$ cat src/rtl/shift_add_multiplier.sv
// Sequential shift-add multiplier, unsigned or two's-complement; result WIDTH cycles after accept.
// One operation in flight: in_ready only in IDLE, product held in DONE until out_ready.
module shift_add_multiplier #(
  parameter int WIDTH = 4
) (
  input  logic               clk,
  input  logic               rst,
  input  logic               in_valid,
  output logic               in_ready,
  input  logic [WIDTH-1:0]   A0,
  input  logic [WIDTH-1:0]   B0,
  input  logic               signed_mode,
  output logic               out_valid,
  input  logic               out_ready,
  output logic [2*WIDTH-1:0] C0,
  output logic               busy
);
  localparam int CW = $clog2(WIDTH);

  typedef enum logic [1:0] {IDLE, CALC, DONE} state_t;

  state_t               r_state;
  logic [2*WIDTH-1:0]   r_a;
  logic [WIDTH-1:0]     r_b;
  logic                 r_signed;
  logic [2*WIDTH-1:0]   r_acc;
  logic [CW-1:0]        r_cnt;
  logic [2*WIDTH-1:0]   r_c0;
  logic                 r_in_ready;
  logic                 r_out_valid;
  logic                 r_busy;

  logic [2*WIDTH-1:0]   w_pp;
  logic                 w_last;
  logic [2*WIDTH-1:0]   w_sum;

  // In signed mode the MSB of the multiplier has weight -2^(W-1), so its partial product is subtracted.
  assign w_pp   = r_b[0] ? r_a : '0;
  assign w_last = (r_cnt == CW'(WIDTH - 1));
  assign w_sum  = (w_last && r_signed) ? (r_acc - w_pp) : (r_acc + w_pp);

  always_ff @(posedge clk) begin
    if (rst) begin
      r_state     <= IDLE;
      r_a         <= '0;
      r_b         <= '0;
      r_signed    <= 1'b0;
      r_acc       <= '0;
      r_cnt       <= '0;
      r_c0        <= '0;
      r_in_ready  <= 1'b1;
      r_out_valid <= 1'b0;
      r_busy      <= 1'b0;
    end else begin
      case (r_state)
        IDLE: begin
          if (in_valid) begin
            r_a        <= signed_mode ? {{WIDTH{A0[WIDTH-1]}}, A0} : {{WIDTH{1'b0}}, A0};
            r_b        <= B0;
            r_signed   <= signed_mode;
            r_acc      <= '0;
            r_cnt      <= '0;
            r_state    <= CALC;
            r_in_ready <= 1'b0;
            r_busy     <= 1'b1;
          end
        end
        CALC: begin
          r_acc <= w_sum;
          r_a   <= r_a << 1;
          r_b   <= r_b >> 1;
          r_cnt <= r_cnt + CW'(1);
          if (w_last) begin
            r_state     <= DONE;
            r_c0        <= w_sum;
            r_out_valid <= 1'b1;
            r_busy      <= 1'b0;
          end
        end
        DONE: begin
          if (out_ready) begin
            r_state     <= IDLE;
            r_out_valid <= 1'b0;
            r_in_ready  <= 1'b1;
          end
        end
        default: begin
          r_state     <= IDLE;
          r_out_valid <= 1'b0;
          r_in_ready  <= 1'b1;
          r_busy      <= 1'b0;
        end
      endcase
    end
  end

  assign in_ready  = r_in_ready;
  assign out_valid = r_out_valid;
  assign busy      = r_busy;
  assign C0        = r_c0;

endmodule

$ cat config.mk
export PLATFORM = sky130hd
export DESIGN_NAME = shift_add_multiplier
export DESIGN_NICKNAME = d
export VERILOG_FILES = /design/src/rtl/shift_add_multiplier.sv
export SDC_FILE = /design/constraint.sdc
export NUM_CORES = 1
export LEC_CHECK = 0
export BUFFER_PORTS_ARGS = -buffer_cell sky130_fd_sc_hd__buf_2
export CORE_MARGIN = 10
export CORE_UTILIZATION = 50
export DETAILED_ROUTE_END_ITERATION = 8
export PLACE_DENSITY = 0.73
export SLEW_MARGIN = 20
export SYNTH_ARGS = -nofsm -noshare
export SYNTH_HDL_FRONTEND = slang
export SYNTH_SLANG_ARGS = --single-unit
export TNS_END_PERCENT = 100
$ cat constraint.sdc
create_clock -name clk -period 3 [get_ports clk]
set_input_delay 0.75 -clock clk [delete_from_list [all_inputs] [get_ports clk]]
set_output_delay 0.75 -clock clk [all_outputs]
set_load 0.01 [all_outputs]
==> qor.csv, run 1 <==
stage,metric,value,unit
yosys,Yosys warning count,0,
timing,TNS Setup,0,ns
pwr,Power Density,570.0,mW/mm²
clock_network,CTS sink count,36,
setup_path,crit path to,r_acc[7],
detailed_routing,routed vias/inst,5.428,
setup_path,critical path's slowest cell,o41a_1,
setup_path,CP Launch Type,register,
cells_and_area,layout cells sized above 1,16.26,%
cells_and_area,area occupied by registers,720.7,µm²
place,gpl congestion,0.7796,
cells_and_area,fin util,60.44,%
setup_path,crit end category,register,
timing,RSZ-0062 raised after global routing,false,
place,Placed Area,0.001969,mm²
clock_network,clock root cell,clkbuf_4,
grt,vias in the first global route,1409,
cells_and_area,Filler cells,326,
cells_and_area,area delta synth->final,14.19,%
die,Die H,80.13,µm
detailed_routing,DRT Pass-1 Iters,4,
grt,initial antenna violation count,0,
pwr,Worst VDD drop,0.3866,mV
place,Placement Setup Slack,0.2350,ns
place,Detail Placement HPWL,2.715,mm
clock_network,"Clk Latency, worst-skew pair",0.34,ns
setup_path,critical path arrival,3.03,ns
timing,max-slew violations,0,
yosys,Synth area leader,dfxtp_1,
timing,final worst setup slack,0.2516,ns
cells_and_area,Layout Nets,267,
timing,final hold violation count,0,
setup_path,FF-to-FF End,r_acc[7],
place,I/O Buffers,23,
setup_path,crit-path max cell delay,0.42,ns
setup_path,reg2reg start,r_cnt[0],
yosys,top cell type's share of synthesized area,39.86,%
die,die width,80.13,µm
detailed_routing,wire per inst,13.16,µm
timing,Fin Hold WS,0.4564,ns
cells_and_area,multi-input logic area,0.001027,mm²
outcome,status,"finished, final reports clean",
clock_network,depth of the CTS H-tree,2,
die,Initial Util,52.93,%
grt,total gr overflow,0,
timing,f_max,363.9,MHz
detailed_routing,DRC,0,
die,io pins,24,
detailed_routing,total number of vias,1585,
setup_path,Setup CP Type,reg2reg,
yosys,synth unique cells,35,
clock_network,Num CTS Buffers,5,
timing,min Tclk post-route,2.748,ns
detailed_routing,DRT antenna net count,0,
timing,Max-slew headroom,54.98,%
cells_and_area,most frequent cells in the layout,"40 x nand2_1, 36 x dfxtp_1, 23 x a21oi_1, 23 x buf_2, 20 x nor2_1",
timing,final setup fails,0,
setup_path,WP data required,3.28,ns
setup_path,reg2reg setup slack,0.25,ns
clock_network,clk buf depth,2,
yosys,Synth Net Count,245,
setup_path,CP dominant cell by count,ha_1,
yosys,Synth Instances,223,
timing,Least-Margin Pin Slew,0.6752,ns
setup_path,Worst R2R Path Depth,10,
yosys,register area share after synthesis,39.86,%
detailed_routing,DRT Wirelength,3.842,mm
cells_and_area,cell area after layout,0.002064,mm²
clock_network,clock-pin slew on the worst setup and hold paths,0.11,ns
min_path,Hold Path Class,reg2reg,
grt,global-route wire length before repair,6.444,mm
timing,clk_skew,0.01386,ns
die,core area,0.003416,mm²
cells_and_area,"commonest non-fill, non-tap cell in the layout",nand2_1,
clock_network,CTS tree,yes,
yosys,Area contributors post-synth,"dfxtp_1 40%, nand2_1 8.3%, a21oi_1 6.4%",
run,max cap viols,0,
yosys,syn_area_per_cell,8.108,µm²
detailed_routing,DR iter-0 viols,149,
timing,Final period util,91.61,%
die,Site Rows,21,
setup_path,crit path cell chain,ha_1 > a21boi_1 > o21ai_0 > xnor2_1 > ha_1 > o211a_1 > o31a_1 > o41a_1 > or4_1 > nand3_1,
grt,total track usage,12.54,%
grt,largest net degree at the start of global routing,41,
pwr,leakage,0.8088,nW
yosys,Yosys reg bits,36,
yosys,Netlist Area Pre-Place,0.001808,mm²
die,Die ar.,0.006421,mm²
cells_and_area,Ant. Diodes,0,
setup_path,Critical Path Source,r_cnt[0],
setup_path,crit-path max FO,6,
[through the flow]
stage | total power, mW | instances
floorplan | 0.7463 | 223
global placement | 0.8029 | 284
detailed placement | 0.8057 | 284
CTS | 1.184 | 292
global route | 1.249 | 292
finish | 1.177 | 292
[cell usage after synthesis]
library cell / n
or3_1: 2
nand2b_1: 7
nand3b_1: 1
nor2_1: 20
a21boi_0: 1
inv_1: 3
or2_2: 1
o41a_1: 1
o21ai_0: 8
a211oi_1: 4
or4_4: 1
a311oi_1: 5
nor2b_1: 3
o21a_1: 1
o211ai_1: 1
nand2_1: 40
o41ai_2: 1
and2_1: 1
nand4b_1: 2
xor2_1: 2
a32oi_1: 1
a31oi_1: 2
a22oi_1: 5
and2_2: 1
or4_1: 1
dfxtp_1: 36
fa_1: 1
clkbuf_1: 13
nand3_1: 12
ha_1: 8
xnor2_1: 9
a21oi_1: 23
o31a_1: 1
o211a_1: 1
o31ai_1: 4
[power by group]
part / leakage, nW / total (mW) / internal (mW) / switching, mW
Sequential: 0.294 / 0.530 / 0.507 / 0.0234
Clock: 0.0515 / 0.381 / 0.221 / 0.160
Combinational: 0.464 / 0.266 / 0.117 / 0.149
Total: 0.809 / 1.18 / 0.845 / 0.332
[kinds of logic after synthesis]
logic type | count (synthesis) | share of synthesized area, %
AOI/OAI and AO/OA | 59 | 21.39
xor gates and xnor gates | 11 | 5.329
adders and majority gates | 9 | 6.644
buffers and inverters | 16 | 3.322
DFF | 36 | 39.86
and+or+nand+nor | 92 | 23.46
[state kept, by name (all words and copies together) (netlist names)]
register	cells
out_valid	1
r_acc	8
C0	8
r_b	4
in_ready	1
r_cnt	2
r_a	8
r_signed	1
busy	1
r_state	2
[layer usage]
layer	vias to the layer above	global-route usage (%)	part of all wire [%]
li1	830	-	-
met2	41	18.62	44
met5	-	0	0
met3	7	3.898	6.4
met4	0	5.810	1.6
met1	707	16.11	48
[critical path, delay by kind of cell, from the launching register on]
family	cells	cell delay [ns]
fa+ha+maj	2	0.56
compound gates	5	1.10
xor+xnor	1	0.21
flops	1	0.34
simple gates	2	0.49
[how the worst min path moves through the flow]
stage	from	end	slack [ns]	depth (start not counted)
after detailed placement	C0[3]	C0[3]	0.44	2
after CTS	C0[3]	C0[3]	0.46	2
final	C0[5]	C0[5]	0.46	2
after floorplan	r_signed	r_signed	0.45	2
after global routing	C0[3]	C0[3]	0.49	2
after global placement	C0[1]	C0[1]	0.44	2
[what timing repair did]
item / CTS / global route
setup endpoints to repair: 0 / 1
resized for setup: 0 / 1
setup buffers: 0 / 0
hold buffers: 0 / 0
[layout make-up]
cell class              count  area share (%)
clock buffers               7           3.152
clock inverters             1           1.455
inverters                   3          0.5455
multi-input cells         171           49.76
flip-flops and latches     36           34.91
well taps                  46           2.788
repair buffers             28           7.394
Power figures use the tool's default switching activity.
==> run 2: changes to the inputs <==
--- a/config.mk
+++ b/config.mk
@@ -9,9 +9,8 @@
 export CORE_MARGIN = 10
 export CORE_UTILIZATION = 50
 export DETAILED_ROUTE_END_ITERATION = 8
-export PLACE_DENSITY = 0.73
+export PLACE_DENSITY_LB_ADDON = 0.2
 export SLEW_MARGIN = 20
 export SYNTH_ARGS = -nofsm -noshare
 export SYNTH_HDL_FRONTEND = slang
 export SYNTH_SLANG_ARGS = --single-unit
-export TNS_END_PERCENT = 100
==> run 2 against run 1 <==
Global-route usage about the same. Count of clock-buffer cells in the layout is 2 lower. Non-clock buffer count unchanged. Clock power fell by 12%. Combinational power hardly changed. Sequential share of layout area is 0.26 points higher. Sequential cell count is the same. Routed wire length fell by 1.3%. Cell count did not move. Critical path type unchanged.
==> qor.csv, run 2 (synthesized netlist as in run 1, its figures left out) <==
stage,metric,value,unit,change
place,Placement Setup Slack,0.2343,ns,-0.0006260 ns
clock_network,clk buf depth,2,,unchanged
setup_path,reg2reg setup slack,0.28,ns,+0.03 ns
run,max cap viols,0,,unchanged
place,gpl congestion,0.8157,,+4.6%
setup_path,crit-path max FO,6,,unchanged
detailed_routing,DRC,0,,unchanged
pwr,Logic pwr share,23.6,%,+1.0 points
grt,total gr overflow,0,,unchanged
pwr,Clk pwr share,29.7,%,-2.7 points
clock_network,clock root cell,clkbuf_4,,
pwr,Seq pwr share,46.7,%,+1.7 points
setup_path,FF-to-FF End,r_acc[7],,
grt,vias in the first global route,1471,,+4.4%
timing,clk_skew,0.007914,ns,-0.005944 ns
clock_network,Num CTS Buffers,5,,unchanged
detailed_routing,DRT Pass-1 Iters,4,,unchanged
cells_and_area,most frequent cells in the layout,"40 x nand2_1, 36 x dfxtp_1, 23 x a21oi_1, 23 x buf_2, 20 x nor2_1",,
die,Initial Util,52.93,%,unchanged
pwr,Power Density,553.6,mW/mm²,-2.9%
die,Die H,80.13,µm,unchanged
cells_and_area,Filler cells,334,,+2.5%
die,Site Rows,21,,unchanged
clock_network,clock-pin slew on the worst setup and hold paths,0.11,ns,about the same
timing,RSZ-0062 raised after global routing,false,,
place,I/O Buffers,23,,unchanged
timing,max-slew violations,0,,unchanged
die,io pins,24,,unchanged
clock_network,depth of the CTS H-tree,2,,unchanged
grt,largest net degree at the start of global routing,41,,unchanged
clock_network,"Clk Latency, worst-skew pair",0.34,ns,about the same
cells_and_area,Ant. Diodes,0,,unchanged
timing,Final period util,90.52,%,-1.1 points
setup_path,Worst R2R Path Depth,10,,unchanged
setup_path,critical path arrival,3.00,ns,-0.03 ns
die,Die ar.,0.006421,mm²,unchanged
timing,final hold violation count,0,,unchanged
pwr,Worst VDD drop,0.4063,mV,+5.1%
detailed_routing,DRT antenna net count,0,,unchanged
setup_path,CP Launch Type,register,,
grt,global-route wire length before repair,6.575,mm,+2.0%
grt,initial antenna violation count,0,,unchanged
timing,final setup fails,0,,unchanged
min_path,worst hold stages,2,,unchanged
setup_path,crit end category,register,,
cells_and_area,Layout Nets,267,,unchanged
timing,Least-Margin Pin Slew,0.6863,ns,+0.01110 ns
grt,total track usage,12.49,%,-0.049 points
die,core area,0.003416,mm²,unchanged
timing,f_max,368.3,MHz,+1.2%
setup_path,Setup CP Type,reg2reg,,
cells_and_area,cell area after layout,0.002049,mm²,-0.73%
timing,min Tclk post-route,2.715,ns,-0.03290 ns
min_path,hold path startpoint,C0[3],,
detailed_routing,DRT Wirelength,3.792,mm,-1.3%
clock_network,CTS sink count,36,,unchanged
clock_network,CTS tree,yes,,
pwr,leakage,0.7985,nW,-1.3%
pwr,Psw,0.3373,mW,+1.6%
detailed_routing,wire per inst,12.99,µm,-1.3%
setup_path,WP data required,3.28,ns,about the same
min_path,hold endpoint,C0[3],,
cells_and_area,area delta synth->final,13.36,%,
cells_and_area,multi-input logic area,0.001027,mm²,unchanged
timing,Max-slew headroom,54.24,%,-0.74 points
clock_network,CTS Hold Buffers Added,0,,unchanged
cells_and_area,"commonest non-fill, non-tap cell in the layout",nand2_1,,
timing,TNS Setup,0,ns,unchanged
pwr,internal power,0.7973,mW,-5.6%
pwr,switch share,29.73,%,+1.5 points
min_path,Hold Path Class,reg2reg,,
place,Detail Placement HPWL,2.717,mm,about the same
die,die width,80.13,µm,unchanged
place,Placed Area,0.001969,mm²,unchanged
detailed_routing,total number of vias,1564,,-1.3%
setup_path,reg2reg start,r_cnt[0],,
pwr,Design Power,1.135,mW,-3.6%
detailed_routing,routed vias/inst,5.356,,-1.3%
detailed_routing,DR iter-0 viols,131,,-12%
cells_and_area,area occupied by registers,720.7,µm²,unchanged
outcome,status,"finished, final reports clean",,
timing,final worst setup slack,0.2845,ns,+0.03290 ns
cells_and_area,layout cells sized above 1,16.26,%,unchanged
## run 2: power groups by stage
stage / Combinational [mW] / Sequential, mW / Clock, mW
3_5_place_dp: 0.268 / 0.540 / 0
4_1_cts: 0.269 / 0.530 / 0.345
3_3_place_gp: 0.264 / 0.540 / 0
6_report: 0.268 / 0.530 / 0.336
2_1_floorplan: 0.211 / 0.536 / 0
5_1_grt: 0.306 / 0.534 / 0.363
## run 2: layer usage
layer | part of all wire, % | up-vias | wire length (µm) | track usage [%]
met2 | 43 | 44 | 1642 | 19.90
li1 | - | 829 | - | -
met1 | 49 | 684 | 1856 | 15.91
met3 | 6.5 | 7 | 247 | 3.229
met4 | 1.2 | 0 | 45 | 4.225
met5 | 0 | - | 0 | 0
## run 2: timing repair
action | CTS | global route
setup buffers | 0 | 0
resized for setup | 0 | 1
setup endpoints to repair | 0 | 1
## run 2: per-stage QoR
step	std cells	hold slack [ns]	util, %
after floorplan	223	0.4469	-
after global placement	284	0.4387	57.66
after detailed placement	284	0.4463	57.66
after CTS	292	0.4616	60.00
after global routing	292	0.4847	60.00
final	292	0.4569	60.00
## run 2: worst max path at each step
stage,slack [ns],cells after the start,end,startpoint
floorplan,0.09,10,r_acc[7],r_b[0]
global placement,0.30,10,r_acc[7],r_cnt[0]
detailed placement,0.23,10,r_acc[7],r_cnt[0]
CTS,0.18,10,r_acc[7],r_cnt[0]
global route,0.06,11,r_acc[7],r_cnt[0]
finish,0.28,10,r_acc[7],r_cnt[0]
## run 2: final cells by class
class,instances,area share [%]
Sequential cell,36,35.16
Tap cell,46,2.808
Clock inverter,3,2.076
Clock buffer,5,1.831
Timing Repair Buffer,28,7.448
Multi-Input combinational cell,171,50.12
Inverter,3,0.5494
## run 2: critical path: stages (launching register included)
cell,delay (ns)
dfxtp_1,0.34
ha_1,0.25
a21boi_1,0.20
o21ai_0,0.13
xnor2_1,0.15
ha_1,0.34
o211a_1,0.22
o31a_1,0.12
o41a_1,0.42
or4_1,0.41
nand3_1,0.08
